[src/rtl/iir_sos_ctrl_if.sv]
// iir_sos_ctrl_if
// Bundles the coefficient-load bus, the sample handshake and the per-section
// control lines that connect iir_sos_ctrl to its environment.
//   cfg_start/cfg_busy/cfg_loaded : coefficient (re)load request and status
//   rom_addr/rom_data             : synchronous coefficient ROM port
//   c_we/c_addr/c_in              : coefficient write bus to the sections
//   samp_stb/samp_acc             : new-sample strobe and acceptance pulse
//   ce/mult_sel                   : per-section clock enables, shared mult select
//   out_valid/run_busy            : cascade output strobe, sequence in progress
//   ovr_cnt                       : overrun counter
// Modports: master = the sequencer, slave = the surrounding logic.
interface iir_sos_ctrl_if #(
    parameter int N_SECT  = 4,
    parameter int SECT_AW = 2,
    parameter int COEFF_W = 16
) ();
    logic                 cfg_start;
    logic                 cfg_busy;
    logic                 cfg_loaded;
    logic [SECT_AW+1:0]   rom_addr;
    logic [COEFF_W-1:0]   rom_data;
    logic [N_SECT-1:0]    c_we;
    logic [1:0]           c_addr;
    logic [COEFF_W-1:0]   c_in;
    logic                 samp_stb;
    logic                 samp_acc;
    logic [N_SECT-1:0]    ce;
    logic                 mult_sel;
    logic                 out_valid;
    logic                 run_busy;
    logic [15:0]          ovr_cnt;

    modport master (
        input  cfg_start, rom_data, samp_stb,
        output cfg_busy, cfg_loaded, rom_addr, c_we, c_addr, c_in,
               samp_acc, ce, mult_sel, out_valid, run_busy, ovr_cnt
    );

    modport slave (
        output cfg_start, rom_data, samp_stb,
        input  cfg_busy, cfg_loaded, rom_addr, c_we, c_addr, c_in,
               samp_acc, ce, mult_sel, out_valid, run_busy, ovr_cnt
    );
endinterface

[src/rtl/iir_sos_ctrl.sv]
// iir_sos_ctrl
// Sequencer for a cascade of N_SECT iir_sos biquad sections. On cfg_start it
// streams 3*N_SECT coefficient words from a synchronous ROM into the sections
// (read of word j+1 overlaps the write of word j). On each accepted samp_stb it
// walks sections 0..N_SECT-1 through M0 (ce, mult_sel=0), M1 (ce, mult_sel=1)
// and GAP (no ce), then pulses out_valid.
// Ports:
//   clk  : single clock
//   nrst : synchronous active-low reset
//   bus  : iir_sos_ctrl_if.master (coefficient bus, sample handshake, controls)
// Optional feature: define IIR_SOS_CTRL_OVR_CNT_EN to count overrun strobes in
// ovr_cnt (saturating); otherwise ovr_cnt is tied to zero.
module iir_sos_ctrl #(
    parameter int N_SECT  = 4,
    parameter int SECT_AW = 2,
    parameter int COEFF_W = 16
) (
    input  logic                clk,
    input  logic                nrst,
    iir_sos_ctrl_if.master      bus
);
    localparam int                 AW        = SECT_AW + 2;
    localparam logic [SECT_AW-1:0] LAST_SEC  = SECT_AW'(N_SECT - 1);
    localparam logic [AW-1:0]      LAST_ADDR = {LAST_SEC, 2'd2};

    typedef enum logic [2:0] {
        S_IDLE    = 3'd0,
        S_CFG     = 3'd1,
        S_RUN_M0  = 3'd2,
        S_RUN_M1  = 3'd3,
        S_RUN_GAP = 3'd4
    } state_e;

    state_e              state_q, state_d;
    logic [SECT_AW-1:0]  sec_q, sec_d;
    logic                cfg_last_q, cfg_last_d;
    logic                cfg_loaded_q, cfg_loaded_d;
    logic                cfg_busy_q, cfg_busy_d;
    logic [AW-1:0]       rom_addr_q, rom_addr_d;
    logic [N_SECT-1:0]   c_we_q, c_we_d;
    logic [1:0]          c_addr_q, c_addr_d;
    logic                wr_q, wr_d;
    logic                samp_acc_q, samp_acc_d;
    logic [N_SECT-1:0]   ce_q, ce_d;
    logic                mult_sel_q, mult_sel_d;
    logic                out_valid_q, out_valid_d;
    logic                run_busy_q, run_busy_d;

    function automatic logic [N_SECT-1:0] sect_onehot(input logic [SECT_AW-1:0] s);
        logic [N_SECT-1:0] r;
        for (int k = 0; k < N_SECT; k++) begin
            r[k] = (s == SECT_AW'(k));
        end
        return r;
    endfunction

    // Next-state and next-output logic; outputs are computed for the coming cycle.
    always_comb begin
        state_d      = state_q;
        sec_d        = sec_q;
        cfg_last_d   = cfg_last_q;
        cfg_loaded_d = cfg_loaded_q;
        cfg_busy_d   = 1'b0;
        rom_addr_d   = {AW{1'b0}};
        c_we_d       = {N_SECT{1'b0}};
        c_addr_d     = 2'd0;
        wr_d         = 1'b0;
        samp_acc_d   = 1'b0;
        ce_d         = {N_SECT{1'b0}};
        mult_sel_d   = 1'b0;
        out_valid_d  = 1'b0;
        run_busy_d   = 1'b0;

        case (state_q)
            S_IDLE: begin
                if (bus.cfg_start) begin
                    // rom_addr_d stays at word 0, which is the first read.
                    state_d    = S_CFG;
                    cfg_busy_d = 1'b1;
                    cfg_last_d = 1'b0;
                end else if (bus.samp_stb && cfg_loaded_q) begin
                    state_d    = S_RUN_M0;
                    sec_d      = {SECT_AW{1'b0}};
                    samp_acc_d = 1'b1;
                    ce_d       = sect_onehot({SECT_AW{1'b0}});
                    run_busy_d = 1'b1;
                end else begin
                    state_d = S_IDLE;
                end
            end
            S_CFG: begin
                if (cfg_last_q) begin
                    // Final write is on the bus this cycle; no read left.
                    state_d      = S_IDLE;
                    cfg_loaded_d = 1'b1;
                    cfg_last_d   = 1'b0;
                end else begin
                    // Word addressed now has its data next cycle: write it then.
                    cfg_busy_d = 1'b1;
                    wr_d       = 1'b1;
                    c_we_d     = sect_onehot(rom_addr_q[AW-1:2]);
                    c_addr_d   = rom_addr_q[1:0];
                    if (rom_addr_q == LAST_ADDR) begin
                        cfg_last_d = 1'b1;
                        rom_addr_d = {AW{1'b0}};
                    end else if (rom_addr_q[1:0] == 2'd2) begin
                        // Skip the unused index 3 and move to the next section.
                        rom_addr_d = rom_addr_q + AW'(2);
                    end else begin
                        rom_addr_d = rom_addr_q + AW'(1);
                    end
                end
            end
            S_RUN_M0: begin
                state_d    = S_RUN_M1;
                ce_d       = sect_onehot(sec_q);
                mult_sel_d = 1'b1;
                run_busy_d = 1'b1;
            end
            S_RUN_M1: begin
                state_d    = S_RUN_GAP;
                run_busy_d = 1'b1;
            end
            S_RUN_GAP: begin
                if (sec_q == LAST_SEC) begin
                    state_d     = S_IDLE;
                    sec_d       = {SECT_AW{1'b0}};
                    out_valid_d = 1'b1;
                end else begin
                    state_d    = S_RUN_M0;
                    sec_d      = sec_q + SECT_AW'(1);
                    ce_d       = sect_onehot(sec_q + SECT_AW'(1));
                    run_busy_d = 1'b1;
                end
            end
            default: begin
                state_d = S_IDLE;
            end
        endcase
    end

    // State and output registers with synchronous active-low reset.
    always_ff @(posedge clk) begin
        if (!nrst) begin
            state_q      <= S_IDLE;
            sec_q        <= {SECT_AW{1'b0}};
            cfg_last_q   <= 1'b0;
            cfg_loaded_q <= 1'b0;
            cfg_busy_q   <= 1'b0;
            rom_addr_q   <= {AW{1'b0}};
            c_we_q       <= {N_SECT{1'b0}};
            c_addr_q     <= 2'd0;
            wr_q         <= 1'b0;
            samp_acc_q   <= 1'b0;
            ce_q         <= {N_SECT{1'b0}};
            mult_sel_q   <= 1'b0;
            out_valid_q  <= 1'b0;
            run_busy_q   <= 1'b0;
        end else begin
            state_q      <= state_d;
            sec_q        <= sec_d;
            cfg_last_q   <= cfg_last_d;
            cfg_loaded_q <= cfg_loaded_d;
            cfg_busy_q   <= cfg_busy_d;
            rom_addr_q   <= rom_addr_d;
            c_we_q       <= c_we_d;
            c_addr_q     <= c_addr_d;
            wr_q         <= wr_d;
            samp_acc_q   <= samp_acc_d;
            ce_q         <= ce_d;
            mult_sel_q   <= mult_sel_d;
            out_valid_q  <= out_valid_d;
            run_busy_q   <= run_busy_d;
        end
    end

`ifdef IIR_SOS_CTRL_OVR_CNT_EN
    logic [15:0] ovr_cnt_q, ovr_cnt_d;
    logic        ovr_hit_s;

    // A strobe is an overrun when busy or when it loses to a same-cycle cfg_start.
    always_comb begin
        ovr_hit_s = bus.samp_stb && ((state_q != S_IDLE) || bus.cfg_start);
        if (ovr_hit_s && (ovr_cnt_q != 16'hFFFF)) begin
            ovr_cnt_d = ovr_cnt_q + 16'd1;
        end else begin
            ovr_cnt_d = ovr_cnt_q;
        end
    end

    // Saturating overrun counter register.
    always_ff @(posedge clk) begin
        if (!nrst) begin
            ovr_cnt_q <= 16'h0000;
        end else begin
            ovr_cnt_q <= ovr_cnt_d;
        end
    end

    assign bus.ovr_cnt = ovr_cnt_q;
`else
    assign bus.ovr_cnt = 16'h0000;
`endif

    assign bus.cfg_busy   = cfg_busy_q;
    assign bus.cfg_loaded = cfg_loaded_q;
    assign bus.rom_addr   = rom_addr_q;
    assign bus.c_we       = c_we_q;
    assign bus.c_addr     = c_addr_q;
    // ROM data only arrives in the write cycle itself, so it is gated by a
    // registered write flag instead of being re-registered.
    assign bus.c_in       = wr_q ? bus.rom_data : {COEFF_W{1'b0}};
    assign bus.samp_acc   = samp_acc_q;
    assign bus.ce         = ce_q;
    assign bus.mult_sel   = mult_sel_q;
    assign bus.out_valid  = out_valid_q;
    assign bus.run_busy   = run_busy_q;
endmodule

[src/flat_wrapper.sv]
// flat-port wrapper written by rule: the top's interface ports become plain ports
module iir_sos_ctrl_flat 
#(
    parameter int N_SECT  = 4,
    parameter int SECT_AW = 2,
    parameter int COEFF_W = 16
)
  (clk, nrst, bus_cfg_start, bus_rom_data, bus_samp_stb, bus_cfg_busy, bus_cfg_loaded, bus_rom_addr, bus_c_we, bus_c_addr, bus_c_in, bus_samp_acc, bus_ce, bus_mult_sel, bus_out_valid, bus_run_busy, bus_ovr_cnt);
  iir_sos_ctrl_if #(.N_SECT(N_SECT), .SECT_AW(SECT_AW), .COEFF_W(COEFF_W)) bus_i ();
  input  logic clk;
  input  logic nrst;
  input wire logic [$bits(bus_i.cfg_start)-1:0] bus_cfg_start;
  input wire logic [$bits(bus_i.rom_data)-1:0] bus_rom_data;
  input wire logic [$bits(bus_i.samp_stb)-1:0] bus_samp_stb;
  output wire logic [$bits(bus_i.cfg_busy)-1:0] bus_cfg_busy;
  output wire logic [$bits(bus_i.cfg_loaded)-1:0] bus_cfg_loaded;
  output wire logic [$bits(bus_i.rom_addr)-1:0] bus_rom_addr;
  output wire logic [$bits(bus_i.c_we)-1:0] bus_c_we;
  output wire logic [$bits(bus_i.c_addr)-1:0] bus_c_addr;
  output wire logic [$bits(bus_i.c_in)-1:0] bus_c_in;
  output wire logic [$bits(bus_i.samp_acc)-1:0] bus_samp_acc;
  output wire logic [$bits(bus_i.ce)-1:0] bus_ce;
  output wire logic [$bits(bus_i.mult_sel)-1:0] bus_mult_sel;
  output wire logic [$bits(bus_i.out_valid)-1:0] bus_out_valid;
  output wire logic [$bits(bus_i.run_busy)-1:0] bus_run_busy;
  output wire logic [$bits(bus_i.ovr_cnt)-1:0] bus_ovr_cnt;
  assign bus_i.cfg_start = bus_cfg_start;
  assign bus_i.rom_data = bus_rom_data;
  assign bus_i.samp_stb = bus_samp_stb;
  assign bus_cfg_busy = bus_i.cfg_busy;
  assign bus_cfg_loaded = bus_i.cfg_loaded;
  assign bus_rom_addr = bus_i.rom_addr;
  assign bus_c_we = bus_i.c_we;
  assign bus_c_addr = bus_i.c_addr;
  assign bus_c_in = bus_i.c_in;
  assign bus_samp_acc = bus_i.samp_acc;
  assign bus_ce = bus_i.ce;
  assign bus_mult_sel = bus_i.mult_sel;
  assign bus_out_valid = bus_i.out_valid;
  assign bus_run_busy = bus_i.run_busy;
  assign bus_ovr_cnt = bus_i.ovr_cnt;
  iir_sos_ctrl #(.N_SECT(N_SECT), .SECT_AW(SECT_AW), .COEFF_W(COEFF_W)) u_core (.clk(clk), .nrst(nrst), .bus(bus_i));
endmodule
[config.mk]
export PLATFORM = sky130hd
export DESIGN_NAME = iir_sos_ctrl_flat
export DESIGN_NICKNAME = d
export VERILOG_FILES = /design/src/rtl/iir_sos_ctrl_if.sv /design/src/rtl/iir_sos_ctrl.sv /design/src/flat_wrapper.sv
export SDC_FILE = /design/constraint.sdc
export NUM_CORES = 1
export LEC_CHECK = 0
export CORE_AREA = 2 2 70 72
export DETAILED_ROUTE_END_ITERATION = 6
export DIE_AREA = 0 0 72 74
export GPL_ROUTABILITY_DRIVEN = 0
export GPL_TIMING_DRIVEN = 0
export PLACE_DENSITY = 0.63
export SLEW_MARGIN = 20
export SYNTH_ARGS = -nofsm -noshare
export SYNTH_HDL_FRONTEND = slang
export SYNTH_SLANG_ARGS = --single-unit
[constraint.sdc]
create_clock -name clk -period 1.41 [get_ports clk]
set_input_delay 0.3525 -clock clk [delete_from_list [all_inputs] [get_ports clk]]
set_output_delay 0.3525 -clock clk [all_outputs]
set_load 0.01 [all_outputs]
# After elaboration in Yosys (flattened, before gate mapping)
# Index checks and enable logic that the tools add are counted.
dict set report word_totals {
  ff_bits 27
  in_bits 20
  word_cells 82
}
dict set report classes {
  add_sub_neg 3
  n_eq_ne 19
  mux 28
  bitwise 2
  reduce_logical 16
}
# cell n
set ops {}
lappend ops {{$mux W16} 1}
lappend ops {{$pmux W3 S5} 1}
lappend ops {{$eq A2 B2 Y1 const B} 7}
lappend ops {{$mux W4} 3}
lappend ops {{$pmux W4 S3} 1}
lappend ops {{$mux W1} 11}
lappend ops {{$mux W2} 5}
lappend ops {{$reduce_and A2 Y1} 5}
lappend ops {{$eq A2 B1 Y1 const B} 3}
lappend ops {{$eq A3 B2 Y1 const B} 2}
lappend ops {{$logic_not A2 Y1} 3}
lappend ops {{$mux W3} 2}
lappend ops {{$add A4 B1 Y4 const B} 1}
lappend ops {{$add A4 B2 Y4 const B} 1}
lappend ops {{$eq A4 B4 Y1 const B} 1}
lappend ops {{$ne A2 B1 Y1 const B} 2}
lappend ops {{$ne A2 B2 Y1 const B} 2}
lappend ops {{$pmux W1 S2} 2}
lappend ops {{$pmux W2 S2} 1}
lappend ops {{$reduce_bool A2 Y1} 2}
lappend ops {{$reduce_or A4 Y1} 1}
lappend ops {{$eq A3 B1 Y1 const B} 1}
lappend ops {{$eq A3 B3 Y1 const B} 1}
lappend ops {{$logic_not A3 Y1} 1}
lappend ops {{other kinds (7)} 8}

# Logic depth before layout (Yosys ltp)
dict set report logic_depth {
  word_depth 4
  mapped_depth 5
}

# Worst setup path after synthesis
# OpenSTA, ideal clock, no wires.
dict set report synth_path {
  path_kind {reg2reg}
  start {register u_core.rom_addr_q[2] (netlist: u_core.bus.rom_addr[2])}
  end {register u_core.rom_addr_q[3] (netlist: u_core.bus.rom_addr[3])}
  setup_time_ps 122
  arrival_ps 1093
  path_slack_ps 195
  path_stages_with_launch 5
  n_path_buf 0
  synth_period_minus_slack_ps 1215
  cell_sequence {dfxtp_1 > ha_1 > o22ai_1 > a221oi_1 > nor2_1}
}
dict set report synth_between {
  elab_chain_cells 2
}
# element line_no
set synth_rtl {}
lappend synth_rtl {{start, declared} iir_sos_ctrl.sv:39} ;# logic [AW-1:0] rom_addr_q, rom_addr_d;
lappend synth_rtl {{start signal, assigned} iir_sos_ctrl.sv:150} ;# rom_addr_q <= {AW{1'b0}};
lappend synth_rtl {{start signal, assigned} iir_sos_ctrl.sv:165} ;# rom_addr_q <= rom_addr_d;
lappend synth_rtl {{$add A4 B1 Y4 (tied with other cells)} iir_sos_ctrl.sv:110} ;# rom_addr_d = rom_addr_q + AW'(1);
lappend synth_rtl {{$mux W4 or $reduce_or A4 Y1 (tied branches)} --}
# Parallel ways exist; a longest one is shown, timed or not.
# A chain may end at the register's enable or synchronous reset.

# Worst setup path in the final report
dict set report layout_path {
  start {input bus_rom_data[7]}
  end {output bus_c_in[7]}
}
dict set report layout_between {
  elab_chain_cells 1
}
# element line_no
set layout_rtl {}
lappend layout_rtl {{start, declared} flat_wrapper.sv:13} ;# input wire logic [$bits(bus_i.rom_data)-1:0] bus_rom_data;
lappend layout_rtl {{$mux W16} iir_sos_ctrl.sv:212} ;# assign bus.c_in = wr_q ? bus.rom_data : {COEFF_W{1'b0}};
lappend layout_rtl {{end, declared} flat_wrapper.sv:20} ;# output wire logic [$bits(bus_i.c_in)-1:0] bus_c_in;
# Every way passes these cells.

==> results.md <==
* Outcome: finished, violations left
* Failing checks: negative setup slack
* Multi-input combinational cell area at 656 sq um
* DRT met1 WL at 1150 um
* Most common cell after layout, fill and taps aside: dfxtp_1
* Post-layout util at 42.9%
* Synth async-reset ratio at 0%
* Clock-pin slew on the worst setup and hold paths at 80 ps
* Final ANT Viol Nets at 0
* CTS Hold Bufs at 0
* Mapped Cells at 142
* CP Launch Type: input port
* 1st-pass router iterations at 4
* Root buffer cell: clkbuf_8
* Pwr Density at 719 mW/mm^2
* Port-buffer cells at 55
* Clock sinks at 27
* Routed vias at 1182
* Clock buffer count from CTS at 3
* Fin Setup TNS at -7.20 ps
* Placed inst area at 0.00199 sq mm
* Register area at 547 sq um
* Maximum VDD drop at 0.284 mV
* Dpl cells at 266
* Setup violators final at 1
* CTS tree: done
* Pwr Total at 1.42 mW
* Dpl ws at -400 ps
* Full die area at 0.00533 sq mm
* Layout area overhead at 49.9%
* Top FF cell, synth: dfxtp_1
* Via count of the first global-routing pass at 985
* Boundary Pins at 72
* Min-delay worst type: in2reg
* Period utilisation layout at 101%
* XOR/XNOR share of the synthesized area at 0.666%
* Hold Startpoint: bus_cfg_start
* Core Area at 0.00460 sq mm
* H-tree levels at 1
* CP Max Fanout at 1
* Critical path required time at 1060 ps
* Total wire length at 2800 um
* Final std cells w/o fill at 271
* Die H at 74 um
* Syn Area/Cell at 9.26 sq um
* Vias/cell at 4.36
* Most frequent cells in the layout: dfxtp_1 (24), dlygate4sd2_1 (20), buf_4 (18)
* Worst Hold End: u_core.bus.cfg_busy
* Clk Latency, worst-skew pair at 270 ps
* Reg2reg path depth at 4
* Top Metal Used: met4
* Mux contribution to synthesized area at 0%
* R2R Path Start: u_core.sec_q[0]
* Largest family of logic cells by synthesized area: simple AND/OR/NAND/NOR gates
* Post-synth EDFFs at 0
* Hold Crit Depth at 3
* First-pass GRT wire length at 4240 um
* Slew Limit Fails at 0
* Final Cell Area at 0.00197 sq mm
* Fill cell count at 483
* Worst endpoint data arrival time at 1060 ps
* Crit Path Class: in2out
* Crit path from: bus_rom_data[7]
* Max Freq at 0.706 GHz
* Synth Area in Compound Gates at 9.61%
* WL met3 at 363 um
* DP HPWL at 2130 um
* Final min period at 1420 ps
* Share of layout cells above drive strength 1 at 24.0%
* Simple-gate portion of the synthesized area at 29.3%
* Final worst slack at -7.20 ps
* Grt total ovfl at 0
* Post-synthesis cell type count at 41
* Worst Skew at 3.10 ps
* Largest net degree at the start of global routing at 15
* Clock buffer depth at 2
* Overall Global Routing Usage at 10.0%
* Drt wl/cell at 10.3 um
* Ant. Diodes at 0
* CP Capture Type: primary output
* Mapped Area at 0.00132 sq mm
* Sequential element share of the synthesized area at 41.1%
* Yosys Warn Count at 0
* Layout Nets at 244
* Leakage dissipation at 1.07 nW
* Initial Utilization at 28.6%
* # DRC at 0
* DIE WIDTH at 72 um
* Post-Synth Adder-Cell Area at 5.71%
* Wire length on met2 at 1230 um
* # rows at 25
* Hold Worst Slack at 425 ps
* RR Endpoint: u_core.bus.ce[0]
* Initial antenna violation count at 0
* # Max-Cap Violations at 0
* Seq cells post-synth at 27
* DRT iter0 DRCs at 39
* R2r setup slk at 250 ps
* Final Hold Viols at 0
cell usage after synthesis (2+ instances only):
cell type,number,area [sq um]
a22oi_1,3,22.5
nor2_1,15,56.3
nor3b_2,2,25.0
nand3_1,2,10.0
and2_1,17,106
nand2b_1,2,12.5
nand2_1,4,15.0
a221oi_1,2,17.5
o21a_1,2,15.0
a31oi_1,2,12.5
buf_4,17,128
nor3_1,3,15.0
ha_1,6,75.1
o31ai_1,2,15.0
dfxtp_1,27,541
o22ai_1,2,12.5
nand4_1,2,12.5
and3_1,3,18.8
o21ai_0,3,15.0
inv_1,5,18.8
sequential cells by signal, summed over array words and instances, names as in the netlist, 2 cells and up:
register / cells
u_core.bus.c_addr: 2
u_core.bus.c_we: 4
u_core.bus.ce: 4
u_core.bus.rom_addr: 4
u_core.sec_q: 2
u_core.state_q: 3
power breakdown:
part	internal, mW	switching, mW
clock network	0.202	0.224
registers	0.771	0.00555
logic	0.118	0.0952
total	1.09	0.324
cells by family (layout without fill, tap and decap cells):
family / after synthesis / after routing
XOR/XNOR: 1 / 1
adder cells (fa/ha/maj): 6 / 6
AND/OR/NAND/NOR: 62 / 62
AO/OA/AOI/OAI: 18 / 18
buffers and inverters: 27 / 87
flip-flops: 27 / 27
other: 1 / 16
area by class of cell:
class / count / area share, %
multi-input cells: 103 / 33.3
flip-flops and latches: 27 / 27.7
repair buffers: 56 / 24.0
plain buffers: 21 / 8.13
well taps: 54 / 3.43
clock buffers: 4 / 2.29
inverters: 6 / 1.14
what timing repair did:
action / CTS / global route
pin swaps: 0 / 5
endpoints found under the setup margin: 36 / 15
setup buffers: 1 / 0
resized for setup: 90 / 10
critical path, cell delays in order:
cell and delay [ps]:
clkdlybuf4s50_1 460, and2_1 130, buf_2 130
how the worst max path moves through the flow:
stage | to | cells past startpoint
CTS | bus_c_in[1] | 3
floorplan | u_core.bus.rom_addr[3] | 4
global placement | bus_c_in[1] | 3
detailed placement | bus_c_in[1] | 3
finish | bus_c_in[7] | 3
global route | bus_c_in[7] | 3
per-layer routing:
layer / up-vias / global-route usage (%)
li1: 596 / -
met1: 519 / 11.4
met2: 62 / 16.9
met3: 5 / 2.44
met4: 0 / 6.71
met5: - / 0
(Power assumes the default switching activity.)
